$ cat config.mk
export PLATFORM = sky130hd
export DESIGN_NAME = muldiv_unit
export DESIGN_NICKNAME = d
export VERILOG_FILES = /design/src/rtl/muldiv_pkg.sv /design/src/rtl/md_abs_neg.sv /design/src/rtl/muldiv_unit.sv
export SDC_FILE = /design/constraint.sdc
export NUM_CORES = 1
export LEC_CHECK = 0
export CAP_MARGIN = 30
export CORE_UTILIZATION = 45
export CTS_CLUSTER_SIZE = 24
export DETAILED_ROUTE_END_ITERATION = 12
export SYNTH_ARGS = -nofsm -noshare
export SYNTH_HDL_FRONTEND = slang
export SYNTH_SLANG_ARGS = --single-unit
$ cat constraint.sdc
create_clock -name clk -period 4.7 [get_ports clk]
set_input_delay 0.705 -clock clk [delete_from_list [all_inputs] [get_ports clk]]
set_output_delay 0.705 -clock clk [all_outputs]
set_load 0.01 [all_outputs]
$ cat src/rtl/muldiv_pkg.sv
// Shared types and helpers for the iterative multiply/divide unit.
package muldiv_pkg;

  // Operand width the package helpers are written for.
  localparam int unsigned MD_WIDTH = 32;

  typedef enum logic [2:0] {
    MD_MULT  = 3'd0,
    MD_MULTU = 3'd1,
    MD_DIV   = 3'd2,
    MD_DIVU  = 3'd3,
    MD_MTHI  = 3'd4,
    MD_MTLO  = 3'd5
  } md_op_t;

  typedef enum logic [1:0] {
    MD_IDLE = 2'd0,
    MD_CALC = 2'd1,
    MD_FIX  = 2'd2
  } md_state_t;

  // Divide by zero does not trap: quotient saturates to all ones, remainder is the dividend.
  function automatic logic [2*MD_WIDTH-1:0] div_by_zero_result(input logic [MD_WIDTH-1:0] a);
    return {a, {MD_WIDTH{1'b1}}};
  endfunction

endpackage

$ cat src/rtl/md_abs_neg.sv
// Conditional two's-complement negate, used for operand magnitudes and result sign fix-up.
module md_abs_neg #(
  parameter int unsigned WIDTH = 32
) (
  input  logic [WIDTH-1:0] val_i,
  input  logic             neg_i,
  output logic [WIDTH-1:0] val_o
);

  // Negate when requested, otherwise pass through.
  always_comb begin
    val_o = neg_i ? (~val_i + WIDTH'(1)) : val_i;
  end

endmodule

$ cat src/rtl/muldiv_unit.sv
// Iterative one-bit-per-cycle multiply/divide unit holding the architectural HI/LO registers.
module muldiv_unit
  import muldiv_pkg::*;
#(
  parameter int unsigned WIDTH = MD_WIDTH,
  parameter int unsigned CNT_W = 6
) (
  input  logic             clk,
  input  logic             reset,
  input  logic             start,
  input  logic [2:0]       op,
  input  logic [WIDTH-1:0] a,
  input  logic [WIDTH-1:0] b,
  input  logic             flush,
  output logic [WIDTH-1:0] hi,
  output logic [WIDTH-1:0] lo,
  output logic             busy,
  output logic             done
);

  md_state_t          state_q, state_d;
  logic [2*WIDTH-1:0] acc_q, acc_d;     // shared product / remainder:quotient shift register
  logic [WIDTH-1:0]   opnd_q, opnd_d;   // multiplicand or divisor magnitude
  logic [CNT_W-1:0]   count_q, count_d;
  logic               is_div_q, is_div_d;
  logic               neg_q, neg_d;     // product / quotient negative
  logic               rem_neg_q, rem_neg_d;
  logic               bzero_q, bzero_d;
  logic [WIDTH-1:0]   hi_q, hi_d;
  logic [WIDTH-1:0]   lo_q, lo_d;
  logic               done_q, done_d;

  md_op_t             op_e;
  logic               signed_op;
  logic               sa, sb;
  logic [WIDTH-1:0]   a_mag, b_mag;
  logic [2*WIDTH-1:0] prod_fix;
  logic [WIDTH-1:0]   quo_fix, rem_fix;
  logic [2*WIDTH-1:0] mul_acc, div_acc;

  assign op_e      = md_op_t'(op);
  assign signed_op = (op_e == MD_MULT) || (op_e == MD_DIV);
  assign sa        = signed_op & a[WIDTH-1];
  assign sb        = signed_op & b[WIDTH-1];

  md_abs_neg #(.WIDTH(WIDTH)) u_abs_a (.val_i(a), .neg_i(sa), .val_o(a_mag));
  md_abs_neg #(.WIDTH(WIDTH)) u_abs_b (.val_i(b), .neg_i(sb), .val_o(b_mag));

  md_abs_neg #(.WIDTH(2*WIDTH)) u_fix_prod (.val_i(acc_q), .neg_i(neg_q), .val_o(prod_fix));
  md_abs_neg #(.WIDTH(WIDTH)) u_fix_quo (
    .val_i(acc_q[WIDTH-1:0]),
    .neg_i(neg_q),
    .val_o(quo_fix)
  );
  md_abs_neg #(.WIDTH(WIDTH)) u_fix_rem (
    .val_i(acc_q[2*WIDTH-1:WIDTH]),
    .neg_i(rem_neg_q),
    .val_o(rem_fix)
  );

  // One shift-add multiply step: add multiplicand into the upper half on LSB, shift right.
  always_comb begin
    logic [WIDTH:0] sum;
    sum = {1'b0, acc_q[2*WIDTH-1:WIDTH]} + {1'b0, opnd_q};
    if (acc_q[0]) begin
      mul_acc = {sum, acc_q[WIDTH-1:1]};
    end else begin
      mul_acc = {1'b0, acc_q[2*WIDTH-1:1]};
    end
  end

  // One restoring divide step: shift left, subtract divisor if it fits, shift in quotient bit.
  always_comb begin
    logic [WIDTH:0]   rem_sh;
    logic [WIDTH-1:0] rem_sub;
    rem_sh  = acc_q[2*WIDTH-1:WIDTH-1];
    // Difference is below the divisor whenever it is used, so the low WIDTH bits suffice.
    rem_sub = rem_sh[WIDTH-1:0] - opnd_q;
    if (rem_sh >= {1'b0, opnd_q}) begin
      div_acc = {rem_sub, acc_q[WIDTH-2:0], 1'b1};
    end else begin
      div_acc = {acc_q[2*WIDTH-2:0], 1'b0};
    end
  end

  // Next-state logic: operand capture, iteration, result write-back, flush cancel.
  always_comb begin
    state_d   = state_q;
    acc_d     = acc_q;
    opnd_d    = opnd_q;
    count_d   = count_q;
    is_div_d  = is_div_q;
    neg_d     = neg_q;
    rem_neg_d = rem_neg_q;
    bzero_d   = bzero_q;
    hi_d      = hi_q;
    lo_d      = lo_q;
    done_d    = 1'b0;

    unique case (state_q)
      MD_IDLE: begin
        if (start) begin
          case (op_e)
            MD_MULT, MD_MULTU: begin
              acc_d    = {{WIDTH{1'b0}}, b_mag};
              opnd_d   = a_mag;
              neg_d    = sa ^ sb;
              is_div_d = 1'b0;
              count_d  = CNT_W'(WIDTH);
              state_d  = MD_CALC;
            end
            MD_DIV, MD_DIVU: begin
              acc_d     = {{WIDTH{1'b0}}, a_mag};
              opnd_d    = b_mag;
              neg_d     = sa ^ sb;
              rem_neg_d = sa;
              bzero_d   = (b == '0);
              is_div_d  = 1'b1;
              count_d   = CNT_W'(WIDTH);
              state_d   = MD_CALC;
            end
            MD_MTHI: hi_d = a;
            MD_MTLO: lo_d = a;
            default: ;
          endcase
        end
      end
      MD_CALC: begin
        acc_d   = is_div_q ? div_acc : mul_acc;
        count_d = count_q - CNT_W'(1);
        if (count_q == CNT_W'(1)) begin
          state_d = MD_FIX;
        end
      end
      MD_FIX: begin
        if (!is_div_q) begin
          {hi_d, lo_d} = prod_fix;
        end else if (bzero_q) begin
          // Remainder magnitude equals |a| here, so the sign-corrected remainder is a itself.
          {hi_d, lo_d} = div_by_zero_result(rem_fix);
        end else begin
          hi_d = rem_fix;
          lo_d = quo_fix;
        end
        done_d  = 1'b1;
        state_d = MD_IDLE;
      end
      default: state_d = MD_IDLE;
    endcase

    // Squash wins over everything, including a same-cycle start or the FIX write.
    if (flush) begin
      state_d = MD_IDLE;
      hi_d    = hi_q;
      lo_d    = lo_q;
      done_d  = 1'b0;
    end
  end

  // State register with synchronous reset.
  always_ff @(posedge clk) begin
    if (reset) begin
      state_q   <= MD_IDLE;
      acc_q     <= '0;
      opnd_q    <= '0;
      count_q   <= '0;
      is_div_q  <= 1'b0;
      neg_q     <= 1'b0;
      rem_neg_q <= 1'b0;
      bzero_q   <= 1'b0;
      hi_q      <= '0;
      lo_q      <= '0;
      done_q    <= 1'b0;
    end else begin
      state_q   <= state_d;
      acc_q     <= acc_d;
      opnd_q    <= opnd_d;
      count_q   <= count_d;
      is_div_q  <= is_div_d;
      neg_q     <= neg_d;
      rem_neg_q <= rem_neg_d;
      bzero_q   <= bzero_d;
      hi_q      <= hi_d;
      lo_q      <= lo_d;
      done_q    <= done_d;
    end
  end

  assign hi   = hi_q;
  assign lo   = lo_q;
  assign busy = (state_q != MD_IDLE);
  assign done = done_q;

endmodule

Word-level counts from Yosys, hierarchy flattened

Index checks and enable logic that the tools add are counted.

Bits in registers: 173
Bits in latches: 0
Bits in writable memories: 0
ROM bits: 0
Logic and storage cells: 93
Memories: 0

Add/subtract/negate cells: 8
Multipliers: 0
Divide/modulo/power cells: 0
Magnitude comparators: 1
Equal/unequal tests: 14
Shift operators: 0
Muxes and demuxes: 30
Bitwise operators: 9
Reductions and logical operators: 20

Operators by type and width:

| kind                  | number |
|---|---|
| $mux 32               | 11 |
| $mux 64               | 5 |
| $pmux 64 s2           | 2 |
| $pmux 32 s2           | 3 |
| $add 32x1->32 const B | 4 |
| $not 32->32           | 4 |
| $add 64x1->64 const B | 1 |
| $not 64->64           | 1 |
| $add 32x32->33        | 1 |
| $ge 33x32->1          | 1 |
| $logic_not 32->1      | 1 |
| $sub 32x32->32        | 1 |
| $reduce_and 3->1      | 6 |
| $mux 6                | 2 |
| $pmux 6 s2            | 1 |
| $reduce_and 4->1      | 2 |
| $reduce_bool 2->1     | 4 |
| $eq 3x2->1 const B    | 2 |
| $eq 3x3->1 const B    | 2 |
| $eq 6x1->1 const B    | 1 |
| $mux 2                | 3 |
| $ne 2x2->1 const B    | 3 |
| $reduce_or 2->1       | 3 |
| $sub 6x1->6 const B   | 1 |
| 15 further kinds      | 17 |

Longest topological paths before layout

Gate-level depths: netlist of run 1.

Depth after elaboration: 7
Mapped depth: 14

By module

A second synthesis of run 1 with hierarchy kept.

Cells, all modules: 2,311
Area, all modules: 17,415.5 µm²

By module, submodules not included:

| module                    | instances | cells an instance | area each (µm²) |
|---|---|---|---|
| muldiv_unit               | 1         | 1,718             | 12,777.3 |
| md_abs_neg at u_abs_a ... | 4         | 99                | 777.0 |
| md_abs_neg at u_fix_prod  | 1         | 197               | 1,530.2 |

Worst setup path before layout of run 1

Ideal clock, no wire load.

Kind: register to register
Start point: reg acc_q[14]
End point: reg hi_q[23], in the netlist hi[23]
Data arrival time: 3.406 ns
Data required time: 4.641 ns
Path slack: 1.234 ns
Cell stages (with the launch flop): 11
Buffers on the path: 1
Cells stage by stage: dfxtp_1 buf_6 or4_4 or4_4 or4_4 or4_4 or3_4 o21ai_2 mux2i_1 o41ai_1 a22o_1

Longest elaborated chain between the ends: 5

Ends and longest elaborated chain:

| element                | RTL line           | source |
|---|---|---|
| from (decl)            | muldiv_unit.sv:22  | `logic [2*WIDTH-1:0] acc_q, acc_d;` |
| from (signal assigned) | muldiv_unit.sv:164 | `acc_q <= '0;` |
| from (signal assigned) | muldiv_unit.sv:176 | `acc_q <= acc_d;` |
| $not 64->64            | md_abs_neg.sv:12   | `val_o = neg_i ? (~val_i + WIDTH'(1)) : val_i;` |
| $add 64x1->64          | md_abs_neg.sv:12   |  |
| $mux 64                | md_abs_neg.sv:12   |  |
| $mux 32                | muldiv_unit.sv:136 | `if (!is_div_q) begin` |
| $pmux 32 s2            | muldiv_unit.sv:100 | `unique case (state_q)` |
| to (signal assigned)   | muldiv_unit.sv:183 | `hi_q <= hi_d;` |
| to (decl)              | muldiv_unit.sv:29  | `logic [WIDTH-1:0] hi_q, hi_d;` |

Every way passes these cells.
A chain may end at the register's enable or synchronous reset.

Worst setup path after layout of run 1

Start point: reg acc_q[34]
End point: reg acc_q[57]

Longest elaborated chain between the ends: 4
Elaborated cells on any way between the ends: 7

Ends and longest elaborated chain:

| element                                | RTL line                             | source |
|---|---|---|
| $add 32x32->33 (tied with other cells) | muldiv_unit.sv:64                    | `sum = {1'b0, acc_q[2*WIDTH-1:WIDTH]} + {1'b0, opnd_q};` |
| $mux 64 (on tied branches)             | muldiv_unit.sv:65, muldiv_unit.sv:79 |  |
| $mux 64 (*)                            | muldiv_unit.sv:129                   | `acc_d = is_div_q ? div_acc : mul_acc;` |
| $pmux 64 s2 (*)                        | muldiv_unit.sv:100                   |  |

Every way passes the cells marked *; elsewhere a longest branch is shown, timed or not.

==> impl_results.md, run 1 <==
- Run status: finished clean
- NumNets Final: 2,329
- Vias per cell: 6.357
- Global route overflow: 0
- Hold crit path type: register to register
- Number of cells on the worst hold path: 2
- Detailed-route wire length per cell: 24.09 um
- Final setup vio count: 0
- Layout cell share with drive strength beyond 1: 0.06457
- Pleak: 0.006609 uW
- Startpoint Class: register
- Vias in the first global route: 15,250
- Fin crit share: 0.8429
- Hold Path Sink: hi[18]
- ANT cells: 0
- Post-Route Setup TNS: 0 ps
- Initial DRT Pass Iterations: 6
- Rows: 66
- Synth Net Count: 2,253
- R2R Path End: acc_q[57]
- Crit-path most repeated cell: a21oi_1
- Die Footprint: 34,120 um^2
- Port Buf Inserts: 136
- CP max FO: 32
- FFs w/ async S/R, synth: 0
- First-pass GRT wire length: 93.53 mm
- Routed Antenna Nets: 0
- Synthesis-to-layout area growth: 16.52%
- Reg2reg setup slack: 740 ps
- Critical path class: register to register
- Clock slew at reported path FFs: 80 ps
- Syn_area_per_cell: 7.120 um^2
- Core Area: 32,700 um^2
- Via count: 16,790
- Clock buffer depth: 2
- Worst slew margin: 0.3514
- Filler instances: 3,356
- Routed WL: 63.62 mm
- CTS tree: yes
- Slew Limit Fails: 0
- Layout Skew: 14.42 ps
- Cts repair resizes: 0
- Synth Flop Type: dfxtp_1
- Worst R2R Start: acc_q[34]
- Ys Warns: 0
- Clk sinks: 173
- Antenna violations before repair: 3
- Sequential area share after synthesis: 0.2305
- Synth Register Bits: 173
- HP Start: hi[18]
- Die X: 184.7 um
- F_max: 252.4 MHz
- Crit-path cells: ha_1 > a21o_1 > a21oi_1 > a21oi_1 > o311ai_0 > nand2_1 > a221oi_4 > buf_4 > buf_4 > a21oi_1 > a31o_2 > a21oi_1
- I/O pin total: 137
- Max stage delay on crit path: 610 ps
- Pwr Density: 248.8 nW/um^2
- Final Critical Period: 3961 ps
- Final GP Congestion: 0.9816
- Maximum vdd ir drop: 270.9 uV
- CP required: 5100 ps
- CTS H-Tree Depth: 4
- DIE HEIGHT: 184.7 um
- R2R depth: 12
- Hpwl dp: 49.09 mm
- CTS root buf: clkbuf_16
- Total track usage: 0.3685
- Gate Count Post-Synth: 2,110
- Worst-margin pin slew: 960.3 ps
- Post-synth EDFFs: 0
- Number of buffers created by CTS: 17
- DRC errors left: 0
- Max cap viols: 0
- CP max stage cell: o311ai_0
- CTS Hold Bufs: 0
- RSZ-0062 raised after global routing: false
- Initial Utilization: 0.4594
- Setup bufs post-CTS: 0
- Synth Cell Area: 15,020 um^2
- Final hold slack: 451.8 ps
- Clock Latency Late Sink: 470 ps
- 1st-iter DRT viols: 1,886
- CP Capture Type: register
- Largest net degree at the start of global routing: 70
- Crit path DAT: 4360 ps
- Fin. Hold Viols: 0
- Library cells used by synthesis: 78
logic make-up (layout without fill, tap and decap cells):
group / count (synthesis) / count (layout) / synth area share
AOI/OAI and AO/OA: 655 / 655 / 0.2851
xor gates and xnor gates: 164 / 164 / 0.09561
adders and majority gates: 72 / 72 / 0.06096
buffers and inverters: 221 / 310 / 0.05622
DFF: 173 / 173 / 0.2305
muxes: 54 / 54 / 0.03623
and+or+nand+nor: 771 / 771 / 0.2354
power by group:
group | leakage, uW | switching [uW] | internal, uW | total [uW]
Clock | 0.000289 | 724 | 761 | 1490
Sequential | 0.00141 | 116 | 1520 | 1640
Combinational | 0.00491 | 766 | 464 | 1230
through the flow:
step             util  power [uW]  instance area, um^2  setup WS [ps]  instances
2_1_floorplan       -        2399                15020           1234       2110
3_3_place_gp   0.5178        2858                16930          824.7       2609
3_5_place_dp   0.5178        2863                16930          747.7       2609
4_1_cts        0.5353        4322                17510          809.0       2641
5_1_grt        0.5353        4498                17510          474.0       2641
6_report       0.5353        4355                17510          738.5       2641
worst max-delay path by stage:
| stage | start | end | slack [ps] | depth (start not counted) |
|---|---|---|---|---|
| after global placement | b[3] | acc_q[27] | 820 | 10 |
| final | acc_q[34] | acc_q[57] | 740 | 12 |
| after floorplan | acc_q[14] | hi[23] | 1230 | 10 |
| after CTS | acc_q[34] | acc_q[57] | 810 | 12 |
| after detailed placement | b[3] | acc_q[27] | 750 | 10 |
| after global routing | acc_q[34] | acc_q[32] | 470 | 11 |
critical path, delay by kind of cell, from the launching register on:
kind	cells	cell delay, ps
fa+ha+maj	1	360
compound gates	8	1910
flops	1	550
simple gates	1	310
buf+inv	2	730
placed cells by master (no fill, tap or decap), types with 44 or more instances in the layout:
cell type          n
xor2_1            59
clkdlybuf4s50_1  135
a21oi_1          192
nor2_1           211
nand3_1           44
buf_4             69
nand2_1          283
dfxtp_1          171
xnor2_1          105
mux2i_1           51
inv_1             73
o21ai_0          134
nor3_1            71
ha_1              70
flip-flops by register name, summed over array words and instances, names as in the netlist:
register,flops
bzero_q,1
done,1
lo,32
is_div_q,1
rem_neg_q,1
acc_q,64
opnd_q,32
hi,32
state_q,2
count_q,6
neg_q,1
per-layer routing:
layer  share of wire  GRT usage  vias to the layer above
met5               0          0                        -
met4           0.056     0.2066                        0
met3           0.074    0.04782                      148
met2            0.45     0.5888                      775
met1            0.42     0.4777                     8037
li1                -          -                     7830
cell usage after synthesis (all sizes together), types with 28 or more instances:
| master | n | area share |
|---|---|---|
| a211oi | 28 | 0.014 |
| a21oi | 192 | 0.064 |
| clkbuf | 134 | 0.034 |
| dfxtp | 173 | 0.23 |
| ha | 70 | 0.058 |
| inv | 73 | 0.018 |
| mux2i | 51 | 0.034 |
| nand2 | 283 | 0.071 |
| nand3 | 44 | 0.015 |
| nor2 | 215 | 0.054 |
| nor3 | 71 | 0.024 |
| o211ai | 30 | 0.015 |
| o21ai | 136 | 0.046 |
| o31ai | 30 | 0.015 |
| xnor2 | 105 | 0.061 |
| xor2 | 59 | 0.034 |
cell type report:
class	instances	area [um^2]	area share
Tap cell	442	553.0	0.03159
Inverter	74	277.8	0.01587
Clock inverter	13	128.9	0.007362
Multi-Input combinational cell	1716	10770	0.6150
Clock buffer	19	442.9	0.02530
Timing Repair Buffer	204	1869	0.1068
Sequential cell	173	3468	0.1981
(Power assumes the default switching activity.)
==> run 2, diff against run 1 <==
==> constraint.sdc (replaced) <==
create_clock -name clk -period 3.8 [get_ports clk]
set_input_delay 0.57 -clock clk [delete_from_list [all_inputs] [get_ports clk]]
set_output_delay 0.57 -clock clk [all_outputs]
set_load 0.01 [all_outputs]
==> impl_results.md, run 2 (synthesized netlist as in run 1, its figures left out) <==
- Run status: finished clean
- Final WS setup: 176.1 ps (-562.4 ps)
- Synthesis-to-layout area growth: 21.59%
- Clock slew at reported path FFs: 70 ps (about the same)
- Pleak: 0.007076 uW (+7.1%)
- Reg2reg setup slack: 180 ps (-560 ps)
- ANT cells: 0 (unchanged)
- Max FFs per register: 64 (unchanged)
- Die X: 184.7 um (unchanged)
- Final GP Congestion: 0.9747 (-0.70%)
- Largest net degree at the start of global routing: 65 (-7.1%)
- Largest Register: acc_q
- First-pass GRT wire length: 94.20 mm (+0.72%)
- Initial Utilization: 0.4594 (unchanged)
- Post-Route Setup TNS: 0 ps (unchanged)
- Total track usage: 0.3717 (+0.003188)
- CTS Hold Bufs: 0 (unchanged)
- DRC errors left: 0 (unchanged)
- 1st-iter DRT viols: 1,771 (-6.1%)
- Pwr Density: 302.8 nW/um^2 (+22%)
- Number of buffers created by CTS: 17 (unchanged)
- Pre-CTS setup slack: -27.57 ps (-775.2 ps)
- Via count: 16,940 (+0.90%)
- Met3 Use GR: 0.06738 (+0.01956)
- Critical path class: register to register
- NumNets Final: 2,417 (+3.8%)
- Port Buf Inserts: 136 (unchanged)
- Maximum vdd ir drop: 365.2 uV (+35%)
- Worst slew margin: 0.3674 (+0.01600)
- F_max: 275.9 MHz (+9.3%)
- Clock Latency Late Sink: 460 ps (about the same)
- HP Start: lo[4]
- Antenna violations before repair: 0 (-3)
- R2R depth: 9 (-3)
- Hpwl dp: 49.54 mm (+0.92%)
- Levels on crit path: 9 (-3)
- Bufs and invs on worst path: 0 (-2)
- Final setup vio count: 0 (unchanged)
- Clock buffer depth: 2 (unchanged)
- Layout cell share with drive strength beyond 1: 0.1010 (+0.03643)
- CTS root buf: clkbuf_16
- Crit-path cells: or4_4 > or4_4 > or4_4 > or4_4 > or3_4 > o21ai_2 > mux2i_1 > o41ai_2 > a22o_1
- Hold crit path type: register to register
- Hold Path Sink: lo[4]
- CP top delay family: simple AND/OR/NAND/NOR gates
- CTS tree: yes
- Global route overflow: 0 (unchanged)
- Met1 usage: 0.4789 (+0.001148)
- RSZ-0062 raised after global routing: false
- Max cap viols: 0 (unchanged)
- Core Area: 32,700 um^2 (unchanged)
- Rows: 66 (unchanged)
- Final Critical Period: 3624 ps (-337.6 ps)
- Crit path DAT: 3980 ps (-380 ps)
- Fin. Hold Viols: 0 (unchanged)
- Slew Limit Fails: 0 (unchanged)
- DIE HEIGHT: 184.7 um (unchanged)
- Crit-path most repeated cell: or4_4
- Fin crit share: 0.9536 (+0.1108)
- Most frequent cells in the layout: nand2_1, nor2_1, a21oi_1, dfxtp_1, buf_4
- Initial DRT Pass Iterations: 6 (unchanged)
- R2R Path End: hi[23]
- CP required: 4160 ps (-940 ps)
- Startpoint Class: register
- Setup bufs post-CTS: 0 (unchanged)
- Final hold slack: 454.3 ps (+2.560 ps)
- Met2 Usage GRT: 0.5884 (about the same)
- I/O pin total: 137 (unchanged)
- Routed WL: 63.39 mm (-0.36%)
- CP Capture Type: register
- Detailed-route wire length per cell: 23.23 um (-3.6%)
- Number of cells on the worst hold path: 2 (unchanged)
- Routed Antenna Nets: 0 (unchanged)
- CP max FO: 7 (-78%)
- Worst R2R Start: acc_q[15]
- Vias per cell: 6.208 (-2.4%)
- Max stage delay on crit path: 560 ps (-50 ps)
- Die Footprint: 34,120 um^2 (unchanged)
- Commonest non-fill, non-tap cell in the layout: nand2_1
- Clk sinks: 173 (unchanged)
- Most Crowded Layer GR: met2
- Vias in the first global route: 15,700 (+3.0%)
- Layout Skew: 13.99 ps (-0.4212 ps)
- Worst-margin pin slew: 945.4 ps (-14.93 ps)
- CP max stage cell: or4_4
- CTS H-Tree Depth: 4 (unchanged)
## run 2: cell count changes in the layout (fill, tap and decap cells not counted), sizes merged
cell / change
bufinv: +1
buf: +88
clkinv: +1
inv: -3
clkinvlp: +1
## run 2: what timing repair did
item,4_1_cts,5_1_grt
endpoints found under the setup margin,3,3
endpoints found under the hold margin,0,0
resized for setup,1,2
## run 2: how the worst max path moves through the flow
stage                    from         to  slack, ps
global placement    acc_q[33]  acc_q[43]        -40
global route        acc_q[15]     hi[23]         50
floorplan           acc_q[14]     hi[23]        330
finish              acc_q[15]     hi[23]        180
detailed placement  acc_q[33]  acc_q[43]        -30
CTS                 acc_q[33]  acc_q[43]        160
## run 2: final cells by class
class / count / area (um^2)
fillers: 3262 / 14440
multi-input cells: 1716 / 10770
flip-flops and latches: 173 / 3470
repair buffers: 292 / 2605
well taps: 442 / 553.0
clock buffers: 19 / 432.9
inverters: 74 / 277.8
clock inverters: 13 / 155.1
## run 2: metrics by stage
step / power, uW / cells / util / cell area [um^2]
4_1_cts: 5509 / 2729 / 0.5583 / 18260
3_5_place_dp: 3656 / 2697 / 0.5403 / 17670
6_report: 5531 / 2729 / 0.5586 / 18270
5_1_grt: 5744 / 2729 / 0.5586 / 18270
2_1_floorplan: 2967 / 2110 / - / 15020
3_3_place_gp: 3651 / 2696 / 0.5401 / 17660
## run 2: power breakdown
group	internal [uW]	switching, uW
Clock	986	881
Sequential	1880	94.9
Combinational	672	1010
## run 2: metal layers
layer | vias to the layer above | wire length [um]
met5 | - | 0
met4 | 0 | 3238
met3 | 144 | 5060
met2 | 781 | 28600
met1 | 8021 | 26490
li1 | 7995 | -
## run 2: worst reg2reg max path, stage by stage (launching register included)
cell,delay (ps)
dfxtp_1,380
or4_4,560
or4_4,450
or4_4,450
or4_4,550
or3_4,430
o21ai_2,170
mux2i_1,240
o41ai_2,100
a22o_1,200
==> run 3, diff against run 2 <==
--- a/config.mk
+++ b/config.mk
@@ -7,6 +7,7 @@
 export LEC_CHECK = 0
 export CAP_MARGIN = 30
 export CORE_UTILIZATION = 45
+export CTS_CLUSTER_DIAMETER = 150
 export CTS_CLUSTER_SIZE = 24
 export DETAILED_ROUTE_END_ITERATION = 12
 export SYNTH_ARGS = -nofsm -noshare
==> results of run 3 <==
No change in the layout: final DEF, timing and power equal those of run 2.
==> variant, RTL diff (config.mk and constraints of run 3) <==
The 3 states of `md_state_t` get a one-hot encoding in 3 bits.
--- a/src/rtl/muldiv_pkg.sv
+++ b/src/rtl/muldiv_pkg.sv
@@ -14,8 +14,8 @@
   } md_op_t;
 
-  typedef enum logic [1:0] {
-    MD_IDLE = 2'd0,
-    MD_CALC = 2'd1,
-    MD_FIX  = 2'd2
+  typedef enum logic [2:0] {
+    MD_IDLE = 3'b001,
+    MD_CALC = 3'b010,
+    MD_FIX  = 3'b100
   } md_state_t;
 
Function: same outputs for any inputs over 4 cycles, from zero or initial values and one cycle with reset high; so few cycles prove little.
==> variant against run 3 <==
  * Routed wire length increased by 1.3%
  * Critical path depth increased by 2
  * Sequential cell count increased by 1
  * Area after synthesis increased by 0.95%
  * Power decreased by 2.2%
  * Design area decreased by 0.62%
  * Setup slack improved by 0.19 ns
  * Critical path type unchanged
  * Highest routed layer unchanged
==> variant: results (changes against run 3) <==
Place
  • Dpl ws: 0.2063 ns (+0.2339 ns)
  • Placed Area: 0.01753 mm² (-0.78%)
  • Placed cells: 2624 (-2.7%)
  • DP HPWL: 49.86 mm (+0.64%)

Critical path
  • Max stage delay cell, worst path: dfxtp_1
  • R2R Path Start: acc_q[33]$_SDFFE_PP0P_
  • Worst Path Arrival: 3.78 ns (-0.20 ns)
  • Worst r2r dst: acc_q[59]$_SDFFE_PP0P_
  • Worst Path Max Fanout: 6 (-1)

Cells and area
  • Final nets: 2344 (-3.0%)
  • Layout Cells excl Fill: 2656 (-2.7%)
  • Filler Cell Count: 3213 (-1.5%)

CTS
  • Post-cts sizing count: 0 (-1)

Outcome
  • Status: finished clean

Synth
  • Ranking of synthesized cells by area: dfxtp_1 (23%), a21oi_1 (6.6%), xnor2_1 (6.3%)
  • Syn Inst Count: 2061 (-2.3%)
  • Syn nets: 2204 (-2.2%)

Global routing
  • Vias in the first global route: 15509 (-1.2%)
  • M1 GR Usage: 0.5361 (+0.05727)
  • Global-route wire length before repair: 95.69 mm (+1.6%)

Min path
  • Hold Path End: hi[26]$_SDFFE_PP0P_

Detailed routing
  • Met2 WL post-DR: 26.87 mm (-6.1%)
  • Initial DRC count: 1996 (+13%)
  • Via Count: 17102 (+0.95%)

Timing
  • WHS: 0.4486 ns (-0.005748 ns)
  • Clock skew: 0.01123 ns (-0.002769 ns)

Power and ir drop
  • VDD IR max: 0.3427 mV (-6.2%)
## variant: changes by cell type after synthesis, sizes merged, moves of 10 or more
cell           run 3  this run
a211oi            28        66
o211ai            30        41
a21oi            192       202
a41oi             13         3
nor3              71        46
nor2             215       198
a311oi            21        10
a21o              25        35
nand2            283       232
o21ai            136       122
## variant: cell type report
cell class | count | area (µm²) | area share
Tap cell | 442 | 553.0 | 0.03046
Multi-Input combinational cell | 1669 | 10850 | 0.5978
Clock inverter | 13 | 178.9 | 0.009856
Clock buffer | 19 | 442.9 | 0.02440
Timing Repair Buffer | 271 | 2385 | 0.1314
Inverter | 68 | 255.2 | 0.01406
Sequential cell | 174 | 3487 | 0.1921
## variant: worst max path at each step
stage	from	end	slack, ns
global route	opnd_q[1]$_SDFFE_PP0P_	acc_q[56]$_SDFFE_PP0P_	0.22
global placement	b[15]	opnd_q[22]$_SDFFE_PP0P_	0.23
finish	acc_q[33]$_SDFFE_PP0P_	acc_q[59]$_SDFFE_PP0P_	0.36
floorplan	acc_q[32]$_SDFFE_PP0P_	acc_q[56]$_SDFFE_PP0P_	0.76
detailed placement	b[15]	opnd_q[22]$_SDFFE_PP0P_	0.21
CTS	opnd_q[1]$_SDFFE_PP0P_	acc_q[56]$_SDFFE_PP0P_	0.42
## variant: cells by family after synthesis
kind of cell,after synthesis,synth area share
and+or+nand+nor,656,0.2019
muxes,56,0.03754
xor gates and xnor gates,170,0.09818
buffers and inverters,218,0.05643
AOI/OAI and AO/OA,715,0.3159
adders and majority gates,72,0.06039
DFF,174,0.2297
## variant: worst min-delay path, stage by stage (launching register included)
cell	delay, ns
dfxtp_1	0.31
nand2_1	0.05
o21ai_1	0.05
